===== src/rtl/scaler_pkg.sv =====
// Shared definitions for the vertical scaler control slice: register map,
// controller state encoding and fixed-point defaults.
package scaler_pkg;

    // Register map of the configuration write port
    localparam logic [1:0] CFG_IN_W  = 2'd0;
    localparam logic [1:0] CFG_IN_H  = 2'd1;
    localparam logic [1:0] CFG_OUT_H = 2'd2;
    localparam logic [1:0] CFG_CMD   = 2'd3;

    // Fraction bits of scale_step (1.0 == 1 << STEP_FRAC_DEF)
    localparam int STEP_FRAC_DEF = 12;

    // Width of scale_step, line_in_size and the dimension registers
    localparam int DIM_W = 16;

    // Sequencing controller states
    typedef enum logic [1:0] {
        S_IDLE = 2'd0,
        S_DIV  = 2'd1,
        S_DONE = 2'd2
    } ctrl_state_t;

endpackage


===== src/rtl/scaler_div_seq.sv =====
// Sequential restoring divider: one quotient bit per clock, DW cycles per
// division. done is high during the cycle that computes the last bit, so the
// full quotient is visible from the following cycle onwards.
module scaler_div_seq #(
    parameter int DW = 28,
    parameter int VW = 16
) (
    input  logic          clk,
    input  logic          rst,
    input  logic          start,
    input  logic [DW-1:0] dividend,
    input  logic [VW-1:0] divisor,
    output logic          busy,
    output logic          done,
    output logic [DW-1:0] quotient
);

    localparam int CW = $clog2(DW + 1);
    localparam logic [CW-1:0] CNT_INIT = CW'(DW);

    logic [CW-1:0] cnt;
    logic [VW-1:0] rem;
    logic [VW-1:0] dvsr;
    logic [VW:0]   trial;
    logic [VW:0]   trial_sub;
    logic          trial_ge;

    // Shift the next dividend bit into the partial remainder and trial-subtract
    // NOTE: every variable driven here gets a default first, so no latch can be inferred.
    always_comb begin
        trial     = {rem, quotient[DW-1]};
        trial_ge  = (trial >= {1'b0, dvsr});
        trial_sub = trial - {1'b0, dvsr};
    end

    // Iteration state: quotient register doubles as the dividend shift register
    // NOTE: state registers use non-blocking assignments so all updates see pre-edge values.
    always_ff @(posedge clk or posedge rst) begin
        if (rst) begin
            busy     <= 1'b0;
            cnt      <= '0;
            rem      <= '0;
            dvsr     <= '0;
            quotient <= '0;
        end else if (start && !busy) begin
            busy     <= 1'b1;
            cnt      <= CNT_INIT;
            rem      <= '0;
            dvsr     <= divisor;
            quotient <= dividend;
        end else if (busy) begin
            // Remainder stays below the divisor, so VW bits always suffice
            rem      <= trial_ge ? trial_sub[VW-1:0] : trial[VW-1:0];
            quotient <= {quotient[DW-2:0], trial_ge};
            cnt      <= cnt - 1'b1;
            if (cnt == CW'(1)) begin
                busy <= 1'b0;
            end
        end
    end

    assign done = busy && (cnt == CW'(1));

endmodule


===== src/rtl/scaler_v_ctrl.sv =====
// Configuration and sequencing controller for the vertical cubic line scaler.
// Stages dimensions, computes scale_step = (in_h * LINE_STEP) / out_h, holds
// the result in a shadow until the next input frame start, and checks the
// output line count of every completed output frame.
module scaler_v_ctrl
    import scaler_pkg::*;
#(
    parameter int LINE_STEP       = 4096,
    parameter int STEP_FRAC       = STEP_FRAC_DEF,
    parameter int LINE_TOL        = 2,
    parameter int RESET_STEP      = 4096,
    parameter int RESET_LINE_SIZE = 1023
) (
    input  logic        clk,
    input  logic        rst,
    input  logic        cfg_we,
    input  logic [1:0]  cfg_addr,
    input  logic [15:0] cfg_wdata,
    output logic        busy,
    output logic        pending,
    output logic        cfg_err,
    output logic [15:0] scale_step,
    output logic [15:0] line_in_size,
    input  logic        de_i,
    input  logic        vs_i,
    input  logic        de_o,
    input  logic        hs_o,
    input  logic        vs_o,
    output logic        frame_done,
    output logic [15:0] out_line_cnt,
    output logic        line_err
);

    localparam int DIVIDEND_W = DIM_W + STEP_FRAC;

    // Staging registers, freely writable at any time
    logic [DIM_W-1:0] in_w;
    logic [DIM_W-1:0] in_h;
    logic [DIM_W-1:0] out_h;

    // Operands captured when a computation starts
    logic [DIM_W-1:0] snap_in_w;
    logic [DIM_W-1:0] snap_out_h;

    // Computed configuration awaiting a frame boundary
    logic [DIM_W-1:0] shadow_step;
    logic [DIM_W-1:0] shadow_size;
    logic [DIM_W-1:0] shadow_out_h;

    // out_h of the configuration currently driving the scaler
    logic [DIM_W-1:0] act_out_h;

    ctrl_state_t state;
    ctrl_state_t next_state;

    logic                  cmd_wr;
    logic                  cmd_accept;
    logic                  cmd_zero;
    logic                  div_start;
    logic                  done_fire;
    logic                  apply;
    logic                  div_busy;
    logic                  div_done;
    logic [DIVIDEND_W-1:0] div_dividend;
    logic [DIVIDEND_W-1:0] div_quot;
    logic                  quot_sat;
    logic [DIM_W-1:0]      quot_clamped;

    logic                  first_frame;
    logic [DIM_W-1:0]      line_cnt;
    logic [DIM_W-1:0]      line_diff;

    assign cmd_wr       = cfg_we && (cfg_addr == CFG_CMD);
    assign div_dividend = DIVIDEND_W'(in_h) * DIVIDEND_W'(LINE_STEP);
    assign quot_sat     = |div_quot[DIVIDEND_W-1:DIM_W];
    assign quot_clamped = quot_sat ? {DIM_W{1'b1}} : div_quot[DIM_W-1:0];
    assign apply        = de_i && vs_i && pending;
    assign busy         = (state != S_IDLE);

    scaler_div_seq #(
        .DW (DIVIDEND_W),
        .VW (DIM_W)
    ) u_div (
        .clk      (clk),
        .rst      (rst),
        .start    (div_start),
        .dividend (div_dividend),
        .divisor  (out_h),
        .busy     (div_busy),
        .done     (div_done),
        .quotient (div_quot)
    );

    // Capture dimension writes into the staging registers
    always_ff @(posedge clk or posedge rst) begin
        if (rst) begin
            in_w  <= '0;
            in_h  <= '0;
            out_h <= '0;
        end else if (cfg_we) begin
            case (cfg_addr)
                CFG_IN_W:  in_w  <= cfg_wdata;
                CFG_IN_H:  in_h  <= cfg_wdata;
                CFG_OUT_H: out_h <= cfg_wdata;
                default:   ;
            endcase
        end
    end

    // Controller state register
    always_ff @(posedge clk or posedge rst) begin
        if (rst) begin
            state <= S_IDLE;
        end else begin
            state <= next_state;
        end
    end

    // Next-state and control strobes; commands outside IDLE are dropped
    always_comb begin
        next_state = state;
        cmd_accept = 1'b0;
        cmd_zero   = 1'b0;
        div_start  = 1'b0;
        done_fire  = 1'b0;
        case (state)
            S_IDLE: begin
                if (cmd_wr) begin
                    cmd_accept = 1'b1;
                    if (out_h == '0) begin
                        cmd_zero = 1'b1;
                    end else if (!div_busy) begin
                        div_start  = 1'b1;
                        next_state = S_DIV;
                    end
                end
            end
            S_DIV: begin
                if (div_done) begin
                    next_state = S_DONE;
                end
            end
            S_DONE: begin
                done_fire  = 1'b1;
                next_state = S_IDLE;
            end
            default: begin
                next_state = S_IDLE;
            end
        endcase
    end

    // Operand snapshot, shadow update, error flag and pending handshake
    always_ff @(posedge clk or posedge rst) begin
        if (rst) begin
            snap_in_w    <= '0;
            snap_out_h   <= '0;
            shadow_step  <= '0;
            shadow_size  <= '0;
            shadow_out_h <= '0;
            pending      <= 1'b0;
            cfg_err      <= 1'b0;
        end else begin
            if (div_start) begin
                snap_in_w  <= in_w;
                snap_out_h <= out_h;
            end
            if (cmd_accept) begin
                cfg_err <= cmd_zero;
            end
            if (done_fire) begin
                shadow_step  <= quot_clamped;
                // in_w == 0 deliberately wraps to 0xFFFF
                shadow_size  <= snap_in_w - 1'b1;
                shadow_out_h <= snap_out_h;
                pending      <= 1'b1;
                if (quot_sat) begin
                    cfg_err <= 1'b1;
                end
            end else if (apply) begin
                // A result landing on the apply edge stays pending for the next frame
                pending <= 1'b0;
            end
        end
    end

    // Load the active configuration at an input frame start
    always_ff @(posedge clk or posedge rst) begin
        if (rst) begin
            scale_step   <= DIM_W'(RESET_STEP);
            line_in_size <= DIM_W'(RESET_LINE_SIZE);
            act_out_h    <= '0;
        end else if (apply) begin
            scale_step   <= shadow_step;
            line_in_size <= shadow_size;
            act_out_h    <= shadow_out_h;
        end
    end

    // Absolute distance between the closing frame's line count and the target
    always_comb begin
        line_diff = (line_cnt >= act_out_h) ? (line_cnt - act_out_h)
                                            : (act_out_h - line_cnt);
    end

    // Output-frame line counter and per-frame check
    always_ff @(posedge clk or posedge rst) begin
        if (rst) begin
            first_frame  <= 1'b1;
            line_cnt     <= '0;
            out_line_cnt <= '0;
            frame_done   <= 1'b0;
            line_err     <= 1'b0;
        end else begin
            frame_done <= 1'b0;
            if (cmd_accept) begin
                line_err <= 1'b0;
            end
            if (vs_o) begin
                // A valid pixel on the frame-start strobe is already line 1
                line_cnt <= de_o ? DIM_W'(1) : '0;
                if (first_frame) begin
                    first_frame <= 1'b0;
                end else begin
                    out_line_cnt <= line_cnt;
                    frame_done   <= 1'b1;
                    if (line_diff > DIM_W'(LINE_TOL)) begin
                        line_err <= 1'b1;
                    end
                end
            end else if (de_o && hs_o && (line_cnt != {DIM_W{1'b1}})) begin
                line_cnt <= line_cnt + 1'b1;
            end
        end
    end

endmodule


===== config.mk =====
export PLATFORM = sky130hd
export DESIGN_NAME = scaler_v_ctrl
export DESIGN_NICKNAME = d
export VERILOG_FILES = /design/src/rtl/scaler_pkg.sv /design/src/rtl/scaler_div_seq.sv /design/src/rtl/scaler_v_ctrl.sv
export SDC_FILE = /design/constraint.sdc
export NUM_CORES = 1
export LEC_CHECK = 0
export CAP_MARGIN = 20
export CORE_MARGIN = 8
export CORE_UTILIZATION = 35
export CTS_CLUSTER_DIAMETER = 60
export DETAILED_ROUTE_END_ITERATION = 10
export PLACE_DENSITY = 0.5
export SLEW_MARGIN = 40
export SYNTH_ARGS = -nofsm -noshare
export SYNTH_HDL_FRONTEND = slang
export SYNTH_SLANG_ARGS = --single-unit

===== constraint.sdc =====
create_clock -name clk -period 9.4 [get_ports clk]
set_input_delay 1.41 -clock clk [delete_from_list [all_inputs] [get_ports clk]]
set_output_delay 1.41 -clock clk [all_outputs]
set_load 0.01 [all_outputs]

==> metrics.md, run 1 <==
| Metric | Value |
|---|---|
| Outcome | finished, final reports clean |
| Clock transition at path regs | 50 ps |
| TritonCTS buffer count | 36 |
| CTS Hold Bufs | 0 |
| Worst-Margin Slew | 756 ps |
| Biggest area consumer among synthesized cells | dfrtp_1 |
| Peak VDD IR | 0.113 mV |
| Fmax | 0.274 GHz |
| Clock skew | 14.7 ps |
| Dpl cell area | 15300 µm² |
| Die height | 216 µm |
| Clock sinks | 281 |
| Max reg flops | 28 |
| Number of warnings issued by yosys | 0 |
| Final period utilization | 38.8% |
| Vias in the first global route | 10387 |
| Clk root buf | clkbuf_16 |
| Crit end category | flop |
| Uppermost routed layer | met4 |
| Initial antenna violation count | 0 |
| Post-CTS Resized | 0 |
| Hold crit path type | reg -> reg |
| Pwr dens | 169 nW/µm² |
| Row count | 73 |
| Clk_lat worst skew | 550 ps |
| Met3 WL post-DR | 1410 µm |
| Critical Path AT | 4100 ps |
| CP Launch Type | flop |
| Final wirelength | 35200 µm |
| RD Place Congestion | 0.867 |
| Hold wc startpoint | in_w[8]$_DFFE_PP0P_ |
| Hpwl dp | 24900 µm |
| Slowest cell on crit path | o21ai_1 |
| Post-CTS Setup Repair Bufs | 0 |
| Synth Instances | 1417 |
| First-pass GRT wire length | 58200 µm |
| TritonCTS clock tree | yes |
| Leakage | 0.00767 µW |
| Levels on crit path | 12 |
| Mapped Nets | 1497 |
| Initial core utilization | 35.4% |
| R2R depth | 12 |
| Final Hold Viols | 0 |
| R2R Path Start | line_cnt[0]$_DFFE_PP0P_ |
| Number of flops mapped to enable cells by yosys | 0 |
| Crit Path Class | reg -> reg |
| CTS max path bufs | 3 |
| Cell family with most CP delay | compound AO/OA/AOI/OAI gates |
| Total global routing overflow | 0 |
| Synth area leaders | dfrtp_1, mux2_2, nand2_1, ha_1, o21ai_0 |
| CORE AREA | 39600 µm² |
| Min Hold Slack | 464 ps |
| Die Wd | 216 µm |
| Die Footprint | 46800 µm² |
| Ports | 79 |
| Max Cap Violations | 0 |
| Buf/Inv on CP | 2 |
| Largest stage delay, worst path | 660 ps |
| Max Transition Viols Final | 0 |
| WL met2 | 16300 µm |
| Worst-path fanout max | 11 |
| Diode count | 0 |
| Post-route cell area | 16500 µm² |
| WL/cell | 17.3 µm |
| Syn-to-layout area delta | 17.7% |
| Remaining DRCs | 0 |
| H-tree depth | 2 |
| Total track usage | 15.3% |
| DRT met1 WL | 16700 µm |
| RSZ-0062 raised after global routing | no |
| Seq cells post-synth | 281 |
| CP Launch Point | line_cnt[0]$_DFFE_PP0P_ |
| Post-route ant nets | 0 |
| Layout cells sized above 1 | 14.0% |
| Fillers | 3952 |
| CP Cell Sequence | inv_1, ha_1, inv_1, fa_1, a21o_1, a221oi_4, a21oi_1, o21ai_1, a2111oi_0, nor4_1, a31oi_1, a31oi_1 |
| Largest net degree at the start of global routing | 118 |
| Mapped Area | 14000 µm² |
| Iter 0 DRT Violations | 535 |
| Setup violators final | 0 |
| Top FF cell, synth | dfrtp_1 |
| Fin nets | 1562 |
| Total Negative Setup Slacks | 0 ps |
| Port bufs | 78 |
| Sequential cell area fraction in the yosys report | 50.2% |
| Tmin final | 3650 ps |
| Max-slew headroom | 49.3% |
| Routed vias | 10250 |
| Mapped Avg Cell Area | 9.91 µm² |
| Vias per cell | 5.04 |
| Worst Path Required | 9850 ps |
| TritonRoute pass-1 iters | 5 |
| Top cell type's share of synthesized area | 47.9% |
| Largest reg by FF count | u_div.quotient |
| Fin util | 41.7% |
| Hold depth | 2 |
| Yosys cell types | 79 |
| Async S/R FF share, synth | 100% |
-- synth_stat cells (15+ instances only) --
cell and instances:
clkbuf_1 53, dfrtp_1 269, o21ai_0 99, mux2i_1 18, nor3_1 20, nor4_1 16, o21a_1 16, a21oi_1 50
nand3_1 42, nor2_1 66, ha_1 51, xor2_1 15, mux2_2 97, xnor2_1 26, inv_1 76, nand2_1 290
-- layer usage --
metal / track usage, % / vias to the layer above
met5: 0 / -
met4: 5.25 / 0
met3: 2.74 / 50
met2: 24.6 / 157
met1: 20.5 / 4995
li1: - / 5048
-- worst paths after layout --
kind                                                to  slack [ps]
setup reg to reg                    line_err$_DFF_PP0_        5750
setup / recovery                    line_err$_DFF_PP0_        5750
hold reg to reg               snap_in_w[8]$_DFFE_PP0P_         460
max in group asynchronous  shadow_size[10]$_DFFE_PP0P_        6850
min in group asynchronous  out_line_cnt[0]$_DFFE_PP0P_        1330
hold / removal                snap_in_w[8]$_DFFE_PP0P_         460
-- report_power, final --
| group | total, µW | internal (µW) | switching, µW |
|---|---|---|---|
| Clock | 1360 | 806 | 554 |
| Combinational | 138 | 65.5 | 72.4 |
| Sequential | 1290 | 1250 | 35.4 |
-- cells in the final DEF (no fill, tap or decap), types with 18 or more instances in the layout --
cell type / instances
inv_1: 75
ha_1: 51
clkbuf_16: 36
mux2_2: 97
mux2i_1: 18
nand3_1: 41
o21ai_0: 99
xnor2_1: 26
clkdlybuf4s50_1: 78
nand2_1: 290
nor2_1: 65
dfrtp_1: 268
nor3_1: 20
a21oi_1: 50
-- logic make-up after synthesis --
family | after synthesis | share of synthesized area (%)
adder cells (fa/ha/maj) | 54 | 4.97
XOR/XNOR | 41 | 2.56
AND/OR/NAND/NOR | 516 | 16.4
multiplexers | 115 | 9.06
AO/OA/AOI/OAI | 270 | 12.7
flip-flops | 281 | 50.2
buffers and inverters | 140 | 4.08
-- stage by stage --
| stage | instances | setup WS (ps) | total power [µW] |
|---|---|---|---|
| 2_1_floorplan | 1417 | 259 | 1390 |
| 3_3_place_gp | 1967 | 5350 | 1450 |
| 3_5_place_dp | 1967 | 5260 | 1450 |
| 4_1_cts | 2031 | 5810 | 2840 |
| 5_1_grt | 2033 | 5500 | 2900 |
| 6_report | 2033 | 5750 | 2790 |
-- final cells by class --
type	count	area (µm²)	share of cell area, %
multi-input cells	996	6460	39.1
well taps	525	657	3.97
inverters	76	293	1.77
clock buffers	46	978	5.92
clock inverters	18	199	1.20
flip-flops and latches	281	7050	42.6
repair buffers	91	898	5.43
-- tightest hold or removal path: cells and delay by family (launching register included) --
kind	cells	cell delay, ps
and+or+nand+nor	2	100
DFF	1	340
No activity file was read; power rests on OpenSTA's default activity.
==> run 2, diff against run 1 <==
Settings changed: PLACE_DENSITY 0.5 to 0.48.
Clock period 9.4 ns to 3.7 ns, I/O delays scaled along.
==> run 2 against run 1 <==
Effect of this change: clock skew up 1.7 ps; wire length up 5.8%; combinational power rose to 2.7 times the previous value; register-to-register slack worse by 5200 ps; non-clock buffer count up 8; worst setup slack worse by 5200 ps; via count up 0.63%; core utilization up 0.20 points; cell count up 0.39%; global-route usage up 0.58 points; critical path depth unchanged; critical endpoint unchanged; highest routed layer unchanged.
==> metrics.md, run 2 (synthesis gave the netlist of run 1 again) <==
| Metric | Value |
|---|---|
| Setup violators final | 0 (unchanged) |
| Post-route ant nets | 0 (unchanged) |
| CTS max path bufs | 3 (unchanged) |
| Final Hold Viols | 0 (unchanged) |
| Outcome | finished, final reports clean (unchanged) |
| TritonCTS clock tree | yes (unchanged) |
| Syn-to-layout area delta | 18.2% (was 17.7%) |
| Ports | 79 (unchanged) |
| Largest reg by FF count | u_div.quotient (unchanged) |
| CP Launch Type | flop (unchanged) |
| Initial core utilization | 35.4% (unchanged) |
| First-pass GRT wire length | 59900 µm (was 58200 µm) |
| Clk root buf | clkbuf_16 (unchanged) |
| Vias per cell | 5.05 (was 5.04) |
| Fin nets | 1570 (was 1562) |
| TritonCTS buffer count | 36 (unchanged) |
| Worst-Margin Slew | 809 ps (was 756 ps) |
| Iter 0 DRT Violations | 593 (was 535) |
| Max-slew headroom | 46.0% (was 49.3%) |
| Max reg flops | 28 (unchanged) |
| Max Transition Viols Final | 0 (unchanged) |
| CORE AREA | 39600 µm² (unchanged) |
| Worst Path Required | 4160 ps (was 9850 ps) |
| Setup ws final | 523 ps (was 5750 ps) |
| Pre-CTS setup slack | 346 ps (was 5260 ps) |
| Diode count | 0 (unchanged) |
| Largest net degree at the start of global routing | 84 (was 118) |
| Final wirelength | 37200 µm (was 35200 µm) |
| Clock sinks | 281 (unchanged) |
| Clock transition at path regs | 60 ps (was 50 ps) |
| Crit end category | flop (unchanged) |
| Die Wd | 216 µm (unchanged) |
| WL/cell | 18.2 µm (was 17.3 µm) |
| Clock skew | 16.4 ps (was 14.7 ps) |
| Peak VDD IR | 0.245 mV (was 0.113 mV) |
| RD Place Congestion | 0.889 (was 0.867) |
| Total power | 7030 µW (was 2790 µW) |
| Tmin final | 3180 ps (was 3650 ps) |
| Die height | 216 µm (unchanged) |
| Crit Path Class | reg -> reg (unchanged) |
| Die Footprint | 46800 µm² (unchanged) |
| Worst-path fanout max | 11 (unchanged) |
| Total global routing overflow | 0 (unchanged) |
| Commonest non-fill, non-tap cell in the layout | nand2_1 (unchanged) |
| Row count | 73 (unchanged) |
| Remaining DRCs | 0 (unchanged) |
| Leakage | 0.00771 µW (was 0.00767 µW) |
| Fillers | 3976 (was 3952) |
| TritonRoute pass-1 iters | 5 (unchanged) |
| Hpwl dp | 26800 µm (was 24900 µm) |
| Most frequent cells in the layout | nand2_1, dfrtp_1, o21ai_0, mux2_2, clkdlybuf4s50_1 (unchanged) |
| Routed vias | 10315 (was 10250) |
| Layout cells sized above 1 | 14.1% (was 14.0%) |
| Vias in the first global route | 10544 (was 10387) |
| Max Cap Violations | 0 (unchanged) |
| Hold crit path type | in -> async (was reg -> reg) |
| Initial antenna violation count | 1 (was 0) |
| Post-CTS Setup Repair Bufs | 0 (unchanged) |
| Fmax | 0.315 GHz (was 0.274 GHz) |
| H-tree depth | 2 (unchanged) |
| Pwr dens | 423 nW/µm² (was 169 nW/µm²) |
| RSZ-0062 raised after global routing | no (unchanged) |
| Clk_lat worst skew | 550 ps (about the same) |
| Final period utilization | 85.9% (was 38.8%) |
| Critical Path AT | 3630 ps (was 4100 ps) |
| Port bufs | 78 (unchanged) |
| Total track usage | 15.9% (was 15.3%) |
-- run 2: area by class of cell --
type / count / area, µm² / share of cell area (%)
clock buffer: 53 / 1050 / 6.30
clock inverter: 11 / 118 / 0.708
inverter: 76 / 289 / 1.74
multi-input combinational: 996 / 6460 / 38.9
sequential: 281 / 7050 / 42.4
tap: 525 / 657 / 3.96
timing repair buffer: 99 / 992 / 5.97
-- run 2: where the power goes --
| group | total, µW | switching, µW | internal, µW | leakage [µW] |
|---|---|---|---|---|
| logic | 372 | 197 | 175 | 0.00366 |
| clock network | 3400 | 1410 | 1990 | 0.000568 |
| registers | 3260 | 73.6 | 3180 | 0.00349 |
| total | 7030 | 1680 | 5350 | 0.00771 |
-- run 2: metal layers --
metal	GRT usage (%)	part of all wire, %	up-vias
met5	0	0	-
met4	4.98	2.3	0
met3	2.84	3.6	50
met2	25.4	46	140
met1	21.6	48	5069
li1	-	-	5056
-- run 2: worst paths after layout --
check | depth (start not counted) | from | slack (ps) | to
max | 12 | line_cnt[0]$_DFFE_PP0P_ | 520 | line_err$_DFF_PP0_
min | 2 | rst | 450 | out_line_cnt[1]$_DFFE_PP0P_
max reg2reg | 12 | line_cnt[0]$_DFFE_PP0P_ | 520 | line_err$_DFF_PP0_
min reg2reg | 2 | in_w[9]$_DFFE_PP0P_ | 470 | snap_in_w[9]$_DFFE_PP0P_
max in group asynchronous | 3 | rst | 2390 | line_in_size[9]$_DFFE_PP1P_
min in group clk | 2 | in_w[9]$_DFFE_PP0P_ | 470 | snap_in_w[9]$_DFFE_PP0P_
-- run 2: worst max-delay path, stage by stage (launching register included) --
cell and delay (ps):
dfrtp_1 440, inv_1 100, ha_1 160, inv_1 60, fa_1 410, a21o_1 220
a221oi_4 300, a21oi_1 230, o21ai_2 430, and4b_1 250, nor4_1 280, a311oi_1 80
a31oi_1 130
-- run 2: timing repair --
action	CTS	global route
hold buffers	0	0
endpoints found under the setup margin	0	1
resized for setup	0	1
endpoints found under the hold margin	0	0
-- run 2: stage by stage --
step | area [µm²] | hold slack [ps] | utilization, % | std cells | TNS, ps
3_5_place_dp | 15400 | 454 | 38.9 | 1977 | 0
6_report | 16600 | 453 | 41.9 | 2041 | 0
4_1_cts | 16600 | 443 | 41.9 | 2041 | 0
5_1_grt | 16600 | 465 | 41.9 | 2041 | 0
2_1_floorplan | 14000 | 435 | - | 1417 | -152390
3_3_place_gp | 15400 | 450 | 38.9 | 1975 | 0
==> run 3, diff against run 2 <==
Settings changed: CTS_BUF_LIST set to sky130_fd_sc_hd__clkbuf_8, SLEW_MARGIN 40 to 20.
==> run 3 against run 2 <==
Effect of this change: sequential share of layout area rose by 0.51 points; cell area fell by 1.2%; clock skew rose by 46 ps; worst hold slack got worse by 98 ps; critical path type unchanged; largest power group is now sequential cells.
==> metrics.md, run 3 (synthesis gave the netlist of run 1 again) <==
| Metric | Value |
|---|---|
| Clock transition at path regs | 60 ps (about the same) |
| Syn-to-layout area delta | 16.8% (was 18.2%) |
| Cell seen most often among critical-path stages | inv_1 (unchanged) |
| Pwr dens | 397 nW/µm² (was 423 nW/µm²) |
| CP Cell Sequence | inv_1, ha_1, inv_1, fa_1, a21o_1, a221oi_4, a21oi_1, o21ai_2, and4b_1, nor4_1, a311oi_1, a31oi_1 (unchanged) |
| Final period utilization | 86.7% (was 85.9%) |
| Hpwl dp | 26700 µm (was 26800 µm) |
| RSZ-0062 raised after global routing | no (unchanged) |
| Clk root buf | clkbuf_8 (was clkbuf_16) |
| Total track usage | 16.0% (was 15.9%) |
| CP Launch Point | line_cnt[0]$_DFFE_PP0P_ (unchanged) |
| Most frequent cells in the layout | nand2_1, dfrtp_1, o21ai_0, inv_1, mux2_2 (was nand2_1, dfrtp_1, o21ai_0, mux2_2, clkdlybuf4s50_1) |
| Final Hold Viols | 0 (unchanged) |
| Fmax | 0.312 GHz (was 0.315 GHz) |
| Tmin final | 3210 ps (was 3180 ps) |
| First-pass GRT wire length | 60500 µm (was 59900 µm) |
| H-tree depth | 2 (unchanged) |
| Remaining DRCs | 0 (unchanged) |
| RD Place Congestion | 0.889 (unchanged) |
| Final wirelength | 37400 µm (was 37200 µm) |
| Worst-Margin Slew | 933 ps (was 809 ps) |
| Clk_lat worst skew | 670 ps (was 550 ps) |
| Outcome | finished, final reports clean (unchanged) |
| Total global routing overflow | 0 (unchanged) |
| Max reg flops | 28 (unchanged) |
| Ports | 79 (unchanged) |
| Cell family with most CP delay | compound AO/OA/AOI/OAI gates (unchanged) |
| Hold crit path type | in -> async (unchanged) |
| WL/cell | 18.1 µm (was 18.2 µm) |
| Largest net degree at the start of global routing | 84 (unchanged) |
| Buf/Inv on CP | 2 (unchanged) |
| Leakage | 0.00772 µW (was 0.00771 µW) |
| Die height | 216 µm (unchanged) |
| Die Wd | 216 µm (unchanged) |
| Routed vias | 10442 (was 10315) |
| Max-slew headroom | 37.6% (was 46.0%) |
| Clock skew | 62.7 ps (was 16.4 ps) |
| Worst Path Required | 4230 ps (was 4160 ps) |
| CORE AREA | 39600 µm² (unchanged) |
| Diode count | 0 (unchanged) |
| Initial antenna violation count | 1 (unchanged) |
| Die Footprint | 46800 µm² (unchanged) |
| Row count | 73 (unchanged) |
| TritonRoute pass-1 iters | 4 (was 5) |
| Peak VDD IR | 0.197 mV (was 0.245 mV) |
| Fillers | 3987 (was 3976) |
| Layout cells sized above 1 | 14.7% (was 14.1%) |
| Worst-path fanout max | 11 (unchanged) |
| Largest stage delay, worst path | 450 ps (was 440 ps) |
| TritonCTS buffer count | 52 (was 36) |
| Port bufs | 78 (unchanged) |
| Max Transition Viols Final | 0 (unchanged) |
| Post-route ant nets | 0 (unchanged) |
| Commonest non-fill, non-tap cell in the layout | nand2_1 (unchanged) |
| Fin nets | 1584 (was 1570) |
| Initial core utilization | 35.4% (unchanged) |
| Vias in the first global route | 10723 (was 10544) |
| Iter 0 DRT Violations | 587 (was 593) |
| Vias per cell | 5.05 (about the same) |
| Total power | 6520 µW (was 7030 µW) |
| Critical Path AT | 3740 ps (was 3630 ps) |
| R2R Path Start | line_cnt[0]$_DFFE_PP0P_ (unchanged) |
| Crit Path Class | reg -> reg (unchanged) |
| Max Cap Violations | 0 (unchanged) |
| Setup ws final | 492 ps (was 523 ps) |
| CP Launch Type | flop (unchanged) |
| CTS max path bufs | 3 (unchanged) |
| TritonCTS clock tree | yes (unchanged) |
| Largest reg by FF count | u_div.quotient (unchanged) |
| Pre-CTS setup slack | 311 ps (was 346 ps) |
| Clock sinks | 281 (unchanged) |
| Slowest cell on crit path | o21ai_2 (was dfrtp_1) |
| Crit end category | flop (unchanged) |
| Setup violators final | 0 (unchanged) |
-- run 3: where the power goes --
group / leakage [µW] / switching (µW) / internal (µW)
logic: 0.00364 / 198 / 174
clock network: 0.000593 / 1380 / 1520
registers: 0.00349 / 72.5 / 3180
-- run 3: layer usage --
layer	global-route usage, %	vias to the layer above	share of wire [%]	routed length, µm
li1	-	5085	-	-
met5	0	-	0.040	15
met1	21.4	5144	48	17800
met4	5.41	2	2.6	990
met3	3.41	65	3.7	1370
met2	25.4	146	46	17200
-- run 3: metrics by stage --
step / utilization (%) / TNS (ps) / std cells / hold slack (ps) / area [µm²]
2_1_floorplan: - / -152390 / 1417 / 435 / 14000
3_5_place_dp: 38.9 / 0 / 1975 / 450 / 15400
3_3_place_gp: 38.9 / 0 / 1975 / 450 / 15400
6_report: 41.4 / 0 / 2066 / 355 / 16400
5_1_grt: 41.4 / 0 / 2066 / 364 / 16400
4_1_cts: 41.4 / 0 / 2066 / 325 / 16400
-- run 3: timing repair --
item,4_1_cts,5_1_grt
setup endpoints to repair,0,1
resized for setup,0,1
setup buffers,0,0
hold buffers,0,0
-- run 3: path summary, 6_finish.rpt --
check	to	slack, ps	cells past startpoint
worst max register to register	line_err$_DFF_PP0_	490	12
worst max-delay path	line_err$_DFF_PP0_	490	12
worst min-delay path	line_cnt[0]$_DFFE_PP0P_	360	2
max in group asynchronous	line_in_size[4]$_DFFE_PP1P_	2490	3
min in group clk	snap_in_w[8]$_DFFE_PP0P_	460	2
worst min register to register	snap_in_w[8]$_DFFE_PP0P_	460	2
-- run 3: final cells by class --
class                           instances  area (µm²)  share of cell area, %
Sequential cell                       281        7050                   43.0
Multi-Input combinational cell        996        6450                   39.3
Timing Repair Buffer                   97         973                   5.93
Clock buffer                           58         798                   4.86
Tap cell                              525         657                   4.00
Inverter                               76         289                   1.76
Clock inverter                         33         198                   1.20
